`src/rtl/pulse_stretcher_pkg.sv`:
```
// Shared types and helpers for the LED pulse stretcher.
package pulse_stretcher_pkg;

  typedef enum logic [1:0] {
    IDLE = 2'd0,
    ON   = 2'd1,
    GAP  = 2'd2
  } state_e;

  // Timer wide enough for the longer of the two intervals, never narrower than 1 bit.
  function automatic int unsigned timer_width(input int unsigned a, input int unsigned b);
    int unsigned m;
    m = (a > b) ? a : b;
    return (m <= 2) ? 1 : $clog2(m);
  endfunction

endpackage

```
`src/rtl/cycle_timer.sv`:
```
// Loadable down-counter that parks at zero; used for both the ON and GAP intervals.
module cycle_timer #(
  parameter int unsigned WIDTH = 3
) (
  input  logic             clk,
  input  logic             rst_n,
  input  logic             load,
  input  logic [WIDTH-1:0] load_val,
  output logic             zero
);

  logic [WIDTH-1:0] cnt_q;

  always_ff @(posedge clk or negedge rst_n) begin
    if (!rst_n) begin
      cnt_q <= '0;
    end else if (load) begin
      cnt_q <= load_val;
    end else if (cnt_q != '0) begin
      cnt_q <= cnt_q - WIDTH'(1);
    end
  end

  assign zero = (cnt_q == '0);

endmodule

```
`src/rtl/pulse_stretcher.sv`:
```
// Stretches one-cycle event strobes into fixed ON/GAP LED pulses, queueing events that
// arrive mid-pulse in a saturating counter and flagging any that had to be dropped.
module pulse_stretcher
  import pulse_stretcher_pkg::*;
#(
  parameter int unsigned ON_CYCLES   = 8,
  parameter int unsigned GAP_CYCLES  = 4,
  parameter int unsigned MAX_PENDING = 3
) (
  input  logic                               clk,
  input  logic                               rst_n,
  input  logic                               event_i,
  input  logic                               clear,
  output logic                               led,
  output logic                               busy,
  output logic [$clog2(MAX_PENDING+1)-1:0]   pending,
  output logic                               overflow
);

  localparam int unsigned PW = $clog2(MAX_PENDING + 1);
  localparam int unsigned TW = timer_width(ON_CYCLES, GAP_CYCLES);
  localparam logic [TW-1:0] OnLoad  = TW'(ON_CYCLES - 1);
  localparam logic [TW-1:0] GapLoad = TW'(GAP_CYCLES - 1);
  localparam logic [PW-1:0] PendMax = PW'(MAX_PENDING);

  state_e          state_q;
  logic [PW-1:0]   pending_q;
  logic            overflow_q;
  logic            zero;
  logic            load;
  logic [TW-1:0]   load_val;
  logic            gap_exit;
  logic            ev_queue;

  cycle_timer #(
    .WIDTH (TW)
  ) u_timer (
    .clk      (clk),
    .rst_n    (rst_n),
    .load     (load),
    .load_val (load_val),
    .zero     (zero)
  );

  // The last GAP cycle is handled by the exit logic, so events there are not queued.
  assign gap_exit = (state_q == GAP) && zero;
  assign ev_queue = event_i && !clear &&
                    ((state_q == ON) || ((state_q == GAP) && !zero));

  always_comb begin
    load     = 1'b0;
    load_val = '0;
    if (clear) begin
      load = 1'b1;
    end else begin
      unique case (state_q)
        IDLE: begin
          if (event_i) begin
            load     = 1'b1;
            load_val = OnLoad;
          end
        end
        ON: begin
          if (zero) begin
            load     = 1'b1;
            load_val = GapLoad;
          end
        end
        GAP: begin
          if (zero && ((pending_q != '0) || event_i)) begin
            load     = 1'b1;
            load_val = OnLoad;
          end
        end
        default: ;
      endcase
    end
  end

  always_ff @(posedge clk or negedge rst_n) begin
    if (!rst_n) begin
      state_q    <= IDLE;
      pending_q  <= '0;
      overflow_q <= 1'b0;
    end else if (clear) begin
      state_q    <= IDLE;
      pending_q  <= '0;
      overflow_q <= 1'b0;
    end else begin
      unique case (state_q)
        IDLE: if (event_i) state_q <= ON;
        ON:   if (zero) state_q <= GAP;
        GAP: begin
          if (gap_exit) begin
            if (pending_q != '0) begin
              state_q <= ON;
              // A new event in the same cycle replaces the one being replayed.
              if (!event_i) pending_q <= pending_q - PW'(1);
            end else if (event_i) begin
              state_q <= ON;
            end else begin
              state_q <= IDLE;
            end
          end
        end
        default: state_q <= IDLE;
      endcase
      if (ev_queue) begin
        if (pending_q == PendMax) overflow_q <= 1'b1;
        else                      pending_q  <= pending_q + PW'(1);
      end
    end
  end

  assign led      = (state_q == ON);
  assign busy     = (state_q != IDLE);
  assign pending  = pending_q;
  assign overflow = overflow_q;

endmodule

```
`config.mk`:
```
export PLATFORM = sky130hd
export DESIGN_NAME = pulse_stretcher
export DESIGN_NICKNAME = d
export VERILOG_FILES = /design/src/rtl/pulse_stretcher_pkg.sv /design/src/rtl/cycle_timer.sv /design/src/rtl/pulse_stretcher.sv
export SDC_FILE = /design/constraint.sdc
export NUM_CORES = 1
export LEC_CHECK = 0
export BUFFER_PORTS_ARGS = -buffer_cell sky130_fd_sc_hd__buf_2
export CORE_AREA = 2 2 39 41
export DETAILED_ROUTE_END_ITERATION = 8
export DIE_AREA = 0 0 41 43
export GPL_TIMING_DRIVEN = 0
export SYNTH_ARGS = -nofsm -noshare
export SYNTH_HDL_FRONTEND = slang
export SYNTH_SLANG_ARGS = --single-unit
```
`constraint.sdc`:
```
create_clock -name clk -period 1.9 [get_ports clk]
set_input_delay 0.19 -clock clk [delete_from_list [all_inputs] [get_ports clk]]
set_output_delay 0.19 -clock clk [all_outputs]
set_load 0.1 [all_outputs]
```
==> qor.csv <==
metric,value,unit
die-area,1760,um2
synth_xor_area_share,3.31,%
setup_viol,0,
clock-root-buffer,clkbuf_4,
fp-row-count,14,
fin_crit_sh,87.7,%
place_ws,0.226,ns
cts_tree,built,
worstSetupStartpointType,flip-flop,
critPathMaxFanout,4,
ys_seq_area_share,37.8,%
yosys.area.top_type,dfrtp_1,
synth_compound_area_share,20.6,%
start_util,38.2,%
synth_area_leaders,"dfrtp_1 38%, ha_1 12%, a21oi_1 5.7%",
yosys-top-cells-count,"8 x dfrtp_1, 6 x a21oi_1, 6 x inv_1",
vias,413,
synth_simple_gate_area_share,17.3,%
cts_setup_buffers,0,
grt-ovfl-total,0,
syn_avg_cell_area,9.80,um2
hp-class,in2reg,
synth_most_common_cell,dfrtp_1,
ant_nets,0,
finClkSkew,0.00682,ns
antenna_found_initial,0,
critical_path.top_delay_family,flip-flops,
grt_first_pass_wirelength,1680,um
wl,978,um
worstSetupEndpointType,flip-flop,
place_congestion,0.698,
crit_chain,inv_1 > ha_1 > nand2b_1 > nor4_2 > mux2_2 > a21oi_1,
synth_flop_cell,dfrtp_1,
syn_area,529,um2
reg2reg_from,pending[0]$_DFF_PN0_,
dp_cells,77,
min_period,1.67,ns
die_w,41,um
die_y,43,um
cts_buffers,3,
drt-wirelength-per-cell,11.9,um
irDropWorstVdd,0.000539,V
area_growth,18.7,%
num_antenna_cells,0,
place_hpwl,731,um
worst_pin_slew,0.484,ns
cp_num_buf_inv,1,
final_cells,82,
track_usage,14.5,%
synthesis.nets,63,
grt_pass1_vias,412,
fin_tns_setup,0,ns
critPathLaunch,pending[0]$_DFF_PN0_,
powerDensity,1450,nW/um2
ios,9,
slew_viol_final,0,
vias_per_cell,5.04,
ys_ff_latch,8,
hold_path_startpoint,event_i,
drive_gt1_share,28.8,%
p_leak,0.293,nW
core,1380,um2
synthCells,54,
fmax,600,MHz
drt_iter0_markers,3,
worst-setup-path-type,reg2reg,
layout.nets,76,
required,2.08,ns
synthAdderAreaFrac,11.8,%
yosysWarnings,0,
clkTransAtPathRegs,0.06,ns
synth_top_family_by_area,compound AO/OA/AOI/OAI gates,
arrival,1.85,ns
setup_ws,0.234,ns
final-hold-violation-count,0,
slew_headroom,67.9,%
h-tree-depth,1,
synth_top_cell_area_share,37.8,%
outcome,finished clean,
grt_max_degree,10,
slowest_stage,dfrtp_4,
critical_path.max_stage_delay,0.43,ns
yosys.cell_types.count,25,
synth_edf_count,0,
io_buffer_count,7,
cts_sinks,8,
dr.pass1.iters,2,
rsz0062_at_grt,false,
async_flop_share,100,%
muxShareOfSynthArea,4.26,%
cap_violations,0,
clockBufferDepth,2,
drc,0,
clk_latency,0.26,ns
## stage by stage
step | instance area [um2] | util (%) | hold slack (ns) | power [W]
floorplan | 537 | - | -0.106 | 0.000687
global placement | 592 | 42.8 | 0.0429 | 0.000762
detailed placement | 592 | 42.8 | 0.0432 | 0.000770
CTS | 628 | 45.4 | 0.213 | 0.000918
global route | 628 | 45.4 | 0.232 | 0.000974
finish | 628 | 45.4 | 0.224 | 0.000908
## cell usage in the layout, fill, tap and decap left out, types with 2 or more instances in the layout
| master | netlist | layout |
|---|---|---|
| buf_2 | 0 | 7 |
| inv_1 | 6 | 6 |
| a21oi_1 | 6 | 6 |
| dfrtp_1 | 8 | 6 |
| ha_1 | 5 | 5 |
| nand2_1 | 4 | 4 |
| nor2_1 | 4 | 4 |
| clkbuf_4 | 0 | 3 |
| nor2b_1 | 2 | 2 |
| a31oi_1 | 2 | 2 |
| dfrtp_4 | 0 | 2 |
## logic make-up after synthesis
group | count (synthesis)
AO/OA/AOI/OAI | 15
buffers and inverters | 7
AND/OR/NAND/NOR | 15
flip-flops | 8
multiplexers | 2
XOR/XNOR | 2
adder cells (fa/ha/maj) | 5
## registers in the layout, indices dropped and copies added, names as in the netlist
register,cells
state_q,2
pending,2
overflow,1
u_timer.cnt_q,3
## report_power, final
group	switching, W	internal [W]
Clock	0.0000627	0.0000807
Sequential	0.0000376	0.000219
Combinational	0.000339	0.000169
## worst min-delay path, stage by stage
cell	delay (ns)
buf_2	0.14
nand2_1	0.06
a21oi_1	0.05
## per-layer routing
metal | share of wire, % | routed length, um | vias up | track usage, %
met4 | 0.61 | 6 | 0 | 4.00
met5 | 0 | 0 | - | 0
met3 | 4.6 | 45 | 2 | 7.85
li1 | - | - | 209 | -
met1 | 45 | 437 | 192 | 16.9
met2 | 50 | 488 | 10 | 22.2
## cell type report
cell class | count | area, um2
clock buffer | 4 | 26.3
multi-input combinational | 39 | 303
fill | 142 | 756
buffer | 1 | 3.75
timing repair buffer | 8 | 45.0
inverter | 6 | 22.5
tap | 16 | 20.0
sequential | 8 | 208
## final timing paths
| kind | slack, ns | endpoint | depth (start not counted) |
|---|---|---|---|
| min in group asynchronous | 0.31 | state_q[1]$_DFFE_PN0P_ | 2 |
| setup reg to reg | 0.23 | pending[1]$_DFF_PN0_ | 6 |
| setup / recovery | 0.23 | pending[1]$_DFF_PN0_ | 6 |
| hold reg to reg | 0.51 | overflow$_DFFE_PN0P_ | 2 |
| hold / removal | 0.22 | pending[1]$_DFF_PN0_ | 3 |
| max in group asynchronous | 1.40 | pending[1]$_DFF_PN0_ | 2 |
## what timing repair did
action,4_1_cts,5_1_grt
resized for setup,0,0
hold buffers,1,0
endpoints found under the hold margin,8,0
(Power assumes the default switching activity.)
